[src/rtl/spi_master_byte.sv]
// Byte-stream SPI master, mode 0, MSB first.
// Tx bytes arrive on an AXI-Stream-style slave port; the byte clocked in on MISO during
// the same transfer is returned as a one-cycle pulse on the master port. tlast on the
// tx byte releases chip select once that byte has been shifted.
module spi_master_byte #(
    parameter int unsigned CLK_DIV  = 4,
    parameter int unsigned CS_SETUP = 2,
    parameter int unsigned CS_HOLD  = 2,
    parameter int unsigned CS_IDLE  = 4
) (
    input  logic       i_clk,
    input  logic       i_rst,
    input  logic [7:0] s_axis_tdata,
    input  logic       s_axis_tvalid,
    output logic       s_axis_tready,
    input  logic       s_axis_tlast,
    output logic [7:0] m_axis_tdata,
    output logic       m_axis_tvalid,
    output logic       o_spi_clk,
    output logic       o_spi_mosi,
    input  logic       i_spi_miso,
    output logic       o_spi_cs_n,
    output logic       o_busy
);

    localparam int unsigned CntW = 16;
    localparam logic [CntW-1:0] DivLast   = CntW'(CLK_DIV - 1);
    localparam logic [CntW-1:0] SetupLast = CntW'(CS_SETUP - 1);
    localparam logic [CntW-1:0] HoldLast  = CntW'(CS_HOLD - 1);
    localparam logic [CntW-1:0] IdleLast  = CntW'(CS_IDLE - 1);

    typedef enum logic [2:0] {
        StIdle,
        StSetup,
        StShift,
        StWait,
        StHold,
        StDesel
    } state_e;

    state_e          state_q, state_d;
    logic [CntW-1:0] cnt_q, cnt_d;     // shared phase counter: setup, half-period, hold, idle
    logic [4:0]      half_q, half_d;   // completed SCLK half-periods of the current byte
    logic [7:0]      tx_q, tx_d;       // MSB drives MOSI; shifts left on each falling edge
    logic [7:0]      rx_q, rx_d;
    logic [7:0]      rdata_q, rdata_d;
    logic            rvalid_q, rvalid_d;
    logic            last_q, last_d;
    logic            sclk_q, sclk_d;
    logic            cs_n_q, cs_n_d;
    logic            accept;
    logic            wrap;

    // Tready is gated by reset so nothing is accepted while the FSM is being cleared.
    assign s_axis_tready = ((state_q == StIdle) || (state_q == StWait)) && !i_rst;
    assign accept        = s_axis_tvalid && s_axis_tready;
    assign wrap          = (cnt_q == DivLast);

    assign o_spi_clk     = sclk_q;
    assign o_spi_mosi    = tx_q[7];
    assign o_spi_cs_n    = cs_n_q;
    assign m_axis_tdata  = rdata_q;
    assign m_axis_tvalid = rvalid_q;
    assign o_busy        = (state_q != StIdle);

    // Next-state logic: transaction sequencing, SCLK generation and shift registers.
    always_comb begin
        state_d  = state_q;
        cnt_d    = cnt_q;
        half_d   = half_q;
        tx_d     = tx_q;
        rx_d     = rx_q;
        rdata_d  = rdata_q;
        rvalid_d = 1'b0;
        last_d   = last_q;
        sclk_d   = sclk_q;
        cs_n_d   = cs_n_q;

        unique case (state_q)
            StIdle: begin
                cs_n_d = 1'b1;
                sclk_d = 1'b0;
                if (accept) begin
                    tx_d    = s_axis_tdata;
                    last_d  = s_axis_tlast;
                    cnt_d   = '0;
                    cs_n_d  = 1'b0;
                    state_d = StSetup;
                end
            end
            StSetup: begin
                if (cnt_q == SetupLast) begin
                    cnt_d   = '0;
                    half_d  = '0;
                    state_d = StShift;
                end else begin
                    cnt_d = cnt_q + 1'b1;
                end
            end
            StShift: begin
                if (half_q == 5'd16) begin
                    // Pulse cycle: the rx byte is presented while still in SHIFT, so a
                    // WAIT accept can never coincide with m_axis_tvalid.
                    cnt_d   = '0;
                    state_d = last_q ? StHold : StWait;
                end else if (wrap) begin
                    cnt_d  = '0;
                    sclk_d = ~sclk_q;
                    half_d = half_q + 5'd1;
                    if (!sclk_q) begin
                        rx_d = {rx_q[6:0], i_spi_miso};
                    end else begin
                        tx_d = {tx_q[6:0], 1'b0};
                        if (half_q == 5'd15) begin
                            rdata_d  = rx_q;
                            rvalid_d = 1'b1;
                        end
                    end
                end else begin
                    cnt_d = cnt_q + 1'b1;
                end
            end
            StWait: begin
                sclk_d = 1'b0;
                if (accept) begin
                    tx_d    = s_axis_tdata;
                    last_d  = s_axis_tlast;
                    cnt_d   = '0;
                    half_d  = '0;
                    state_d = StShift;
                end
            end
            StHold: begin
                if (cnt_q == HoldLast) begin
                    cnt_d   = '0;
                    cs_n_d  = 1'b1;
                    state_d = StDesel;
                end else begin
                    cnt_d = cnt_q + 1'b1;
                end
            end
            StDesel: begin
                if (cnt_q == IdleLast) begin
                    cnt_d   = '0;
                    state_d = StIdle;
                end else begin
                    cnt_d = cnt_q + 1'b1;
                end
            end
            default: begin
                state_d = StIdle;
            end
        endcase
    end

    // State and output registers; synchronous reset aborts any transfer in progress.
    always_ff @(posedge i_clk) begin
        if (i_rst) begin
            state_q  <= StIdle;
            cnt_q    <= '0;
            half_q   <= '0;
            tx_q     <= '0;
            rx_q     <= '0;
            rdata_q  <= '0;
            rvalid_q <= 1'b0;
            last_q   <= 1'b0;
            sclk_q   <= 1'b0;
            cs_n_q   <= 1'b1;
        end else begin
            state_q  <= state_d;
            cnt_q    <= cnt_d;
            half_q   <= half_d;
            tx_q     <= tx_d;
            rx_q     <= rx_d;
            rdata_q  <= rdata_d;
            rvalid_q <= rvalid_d;
            last_q   <= last_d;
            sclk_q   <= sclk_d;
            cs_n_q   <= cs_n_d;
        end
    end

endmodule

[config.mk]
export PLATFORM = sky130hd
export DESIGN_NAME = spi_master_byte
export DESIGN_NICKNAME = d
export VERILOG_FILES = /design/src/rtl/spi_master_byte.sv
export SDC_FILE = /design/constraint.sdc
export NUM_CORES = 1
export LEC_CHECK = 0
export ABC_CLOCK_PERIOD_IN_PS = 2360
export BUFFER_PORTS_ARGS = -buffer_cell sky130_fd_sc_hd__buf_2
export CORE_ASPECT_RATIO = 1.5
export CORE_MARGIN = 8
export CORE_UTILIZATION = 32
export DETAILED_ROUTE_END_ITERATION = 8
export PLACE_DENSITY = 0.58
export SLEW_MARGIN = 15
export SYNTH_ARGS = -nofsm -noshare
export SYNTH_HDL_FRONTEND = slang
export SYNTH_SLANG_ARGS = --single-unit
[constraint.sdc]
create_clock -name i_clk -period 2.36 [get_ports i_clk]
set_input_delay 0.118 -clock i_clk [delete_from_list [all_inputs] [get_ports i_clk]]
set_output_delay 0.118 -clock i_clk [all_outputs]
set_load 0.02 [all_outputs]
==> results.toml <==
[drt]
drt_first_pass_iters = 4
drtIter0Drc = 123
via_count = 2278
detail_route.wl_per_cell_um = 13.56
final_antenna_net_count = 0
detail_route.vias_per_cell = 5.029
drcViolationCount = 0
totalWireLength_um = 6143

[layout]
seq_area_mm2 = 0.001042
area_growth_pct = 23.43
fin_nets = 365
fin_area_mm2 = 0.003203
drive_above_1_share = 0.2126
multi_input_comb_area_mm2 = 0.001478
post-route-util = 0.4025
post_layout_cell_count = 453
n_fill_cell = 816
antenna-diode-count = 0

[grt]
globalRoute.busiestLayer = "met2"
gr_util_met3 = 0.01745
grt_overflow = 0
grt_start_max_net_pins = 20
global_route.usage.met1 = 0.1224
global_route.usage.total = 0.1116
grt_first_pass_wirelength_um = 10120
antenna_found_initial = 0
grt_pass1_vias = 2181
globalRouteMet2Util = 0.2059

[worst_setup_path]
critPathMaxFanout = 9
critical_path_class = "reg2reg"
critPathTopFamily = "simple AND/OR/NAND/NOR gates"
crit_path_end_kind = "register"
worstSetupStartpointType = "register"
cp_data_arrival_time_ns = 2.42
worstPathBufferInverterCount = 1
timing.critical_path.slowest_cell_delay_ns = 0.55
worstPathRequired_ns = 2.54
critPathSlowestCell = "sky130_fd_sc_hd__or4_4"
crit_path_cell_trace = "or4_4 > or4_1 > or3_1 > buf_6 > mux2i_1 > nor2_1"

[place]
finalWeightedCongestion = 0.7890
place_hpwl_um = 4668
placement.io_buffers = 26
detailed_place.area_mm2 = 0.003032
preCtsSetupSlack_ns = -0.07719
instance_count_after_placement_with_tap_cells_included = 445

[clock_tree]
insertion_delay_of_the_later_clocked_pin_in_the_worst_skew_pair_ns = 0.29
tritoncts = "yes"
cts.htree.levels = 2
clock_sinks = 52
cts_buffers = 5
clock_tree.root_cell = "sky130_fd_sc_hd__clkbuf_16"
clk_pin_slew_ns = 0.07
clk_path_buf_depth = 2

[logic_synthesis]
asyncSetResetFlopFracSynth = 0
syn_area_mm2 = 0.002595
ys.warnings.count = 0
synth_area_per_cell_um2 = 8.679
synth-seq-cells = 52
synth-edff-count = 0
synthFlopType = "sky130_fd_sc_hd__dfxtp_1"
synth_top_area_frac = 0.4012
mappedNetlistNets = 317
synthDistinctLibCells = 47
synthDominantAreaCellType = "sky130_fd_sc_hd__dfxtp_1"
ranking_of_synthesized_cells_by_area = "sky130_fd_sc_hd__dfxtp_1 40%, sky130_fd_sc_hd__mux2i_1 8.9%, sky130_fd_sc_hd__nor2_1 6.4%"
seq_area_frac_synth = 0.4012
netlist_instances = 299

[timing]
worst_path_setup_slack_after_routing_ns = 0.1187
rsz0062_at_grt = "no"
fmax_mhz = 446.2
fin_worst_skew_ns = 0.009184
finalHoldViolations = 0
slew_viol_final = 0
transition_time_of_the_tightest_slew_check_pin_ns = 0.7414
fin_crit_sh = 0.9497
finalSetupViolations = 0
slew-limit-headroom = 0.5045
final_min_period_ns = 2.241

[pwr]
power.leakage_nw = 1.366
power_density_mw_per_mm2 = 867.1
vdd.ir_drop.worst_mv = 0.3656

[floorplan]
dieArea_mm2 = 0.01131
initial_utilization = 0.3261
core_area_mm2 = 0.007958
die_y_um = 126.3
dieWidth_um = 89.53
ioPinCount = 27
total_number_of_placement_rows = 40

[run_status]
status = "finished clean"

[flow_run]
number_of_max_capacitance_violations_reported = 0

[hold_path]
min_delay_worst_type = "in2reg"
==> final timing paths <==
check	startpoint	to	slack, ns	cells past startpoint
max reg2reg	cnt_q[7]	rx_q[2]	0.12	6
min reg2reg	m_axis_tdata[1]	m_axis_tdata[1]	0.49	2
max	cnt_q[7]	rx_q[2]	0.12	6
min	i_spi_miso	rx_q[0]	0.07	3
==> tightest hold or removal path: cells and delay by family <==
kind / cells / cell delay (ns)
buffers and inverters: 1 / 0.08
muxes: 1 / 0.05
and+or+nand+nor: 1 / 0.07
==> registers in the layout, indices dropped and copies added (netlist names) <==
signal,flops
m_axis_tvalid,1
o_spi_cs_n,1
rx_q,8
last_q,1
m_axis_tdata,8
cnt_q,16
half_q,5
state_q,3
o_spi_clk,1
tx_q,8
==> where the power goes <==
group	switching, W	internal, W
clock network	0.000345	0.000403
logic	0.000585	0.000434
registers	0.0000572	0.000954
==> synth_stat cells (2+ instances only) <==
library cell,n
sky130_fd_sc_hd__xnor2_1,16
sky130_fd_sc_hd__a21oi_1,9
sky130_fd_sc_hd__o31ai_1,2
sky130_fd_sc_hd__inv_1,9
sky130_fd_sc_hd__a211oi_1,11
sky130_fd_sc_hd__mux2i_1,23
sky130_fd_sc_hd__and3_1,3
sky130_fd_sc_hd__nor2b_1,3
sky130_fd_sc_hd__o21ai_0,4
sky130_fd_sc_hd__dfxtp_1,52
sky130_fd_sc_hd__o21a_1,2
sky130_fd_sc_hd__nor3b_1,4
sky130_fd_sc_hd__nand2_1,18
sky130_fd_sc_hd__o22ai_1,2
sky130_fd_sc_hd__ha_1,5
sky130_fd_sc_hd__nor4_1,11
sky130_fd_sc_hd__nor2_1,44
sky130_fd_sc_hd__nor3_1,10
sky130_fd_sc_hd__or4_1,3
sky130_fd_sc_hd__or3b_2,2
sky130_fd_sc_hd__and2_1,2
sky130_fd_sc_hd__clkbuf_1,13
sky130_fd_sc_hd__and3b_1,7
sky130_fd_sc_hd__nand3_1,10
sky130_fd_sc_hd__nand4_1,8
sky130_fd_sc_hd__and4_1,3
sky130_fd_sc_hd__or3_1,2
sky130_fd_sc_hd__nor4b_1,2
==> cell usage in the layout (no fill, tap or decap), types with 5 or more instances in the layout <==
| cell | count |
|---|---|
| sky130_fd_sc_hd__xnor2_1 | 16 |
| sky130_fd_sc_hd__a211oi_1 | 11 |
| sky130_fd_sc_hd__buf_2 | 26 |
| sky130_fd_sc_hd__and3b_1 | 7 |
| sky130_fd_sc_hd__nand3_1 | 10 |
| sky130_fd_sc_hd__dfxtp_1 | 51 |
| sky130_fd_sc_hd__mux2i_1 | 23 |
| sky130_fd_sc_hd__clkbuf_16 | 5 |
| sky130_fd_sc_hd__inv_1 | 9 |
| sky130_fd_sc_hd__nor4_1 | 11 |
| sky130_fd_sc_hd__nor3_1 | 10 |
| sky130_fd_sc_hd__nand4_1 | 8 |
| sky130_fd_sc_hd__buf_4 | 30 |
| sky130_fd_sc_hd__a21oi_1 | 9 |
| sky130_fd_sc_hd__nand2_1 | 18 |
| sky130_fd_sc_hd__nor2_1 | 44 |
==> layout make-up <==
class	instances	share of cell area
tap	105	0.04102
sequential	52	0.3254
timing repair buffer	57	0.1145
clock buffer	5	0.03906
multi-input combinational	222	0.4613
clock inverter	3	0.008203
inverter	9	0.01055
==> per-layer routing <==
layer,wire (µm),vias to the layer above,share of wire
met5,0,-,0
met4,63,0,0.010
met3,176,6,0.029
met2,3307,25,0.54
met1,2595,1069,0.42
li1,-,1178,-
==> metrics by stage <==
| step | power, W | TNS (ns) | hold slack, ns |
|---|---|---|---|
| global placement | 0.002024 | 0 | 0.3615 |
| floorplan | 0.001715 | 0 | 0.2619 |
| detailed placement | 0.002036 | -0.8988 | 0.3681 |
| finish | 0.002777 | 0 | 0.06634 |
| CTS | 0.002797 | 0 | 0.06946 |
| global route | 0.002939 | 0 | 0.09537 |
==> timing repair <==
item,4_1_cts,5_1_grt
setup buffers,0,0
setup endpoints to repair,16,8
hold buffers,0,0
hold endpoints to repair,0,0
resized for setup,1,3
==> cells by family after synthesis <==
logic type / count (synthesis) / share of synthesized area
mux: 23 / 0.08872
compound gates: 41 / 0.1099
fa+ha+maj: 5 / 0.02411
flops: 52 / 0.4012
buf+inv: 25 / 0.03953
simple gates: 136 / 0.2792
xor+xnor: 17 / 0.05738
(Power assumes the default switching activity.)
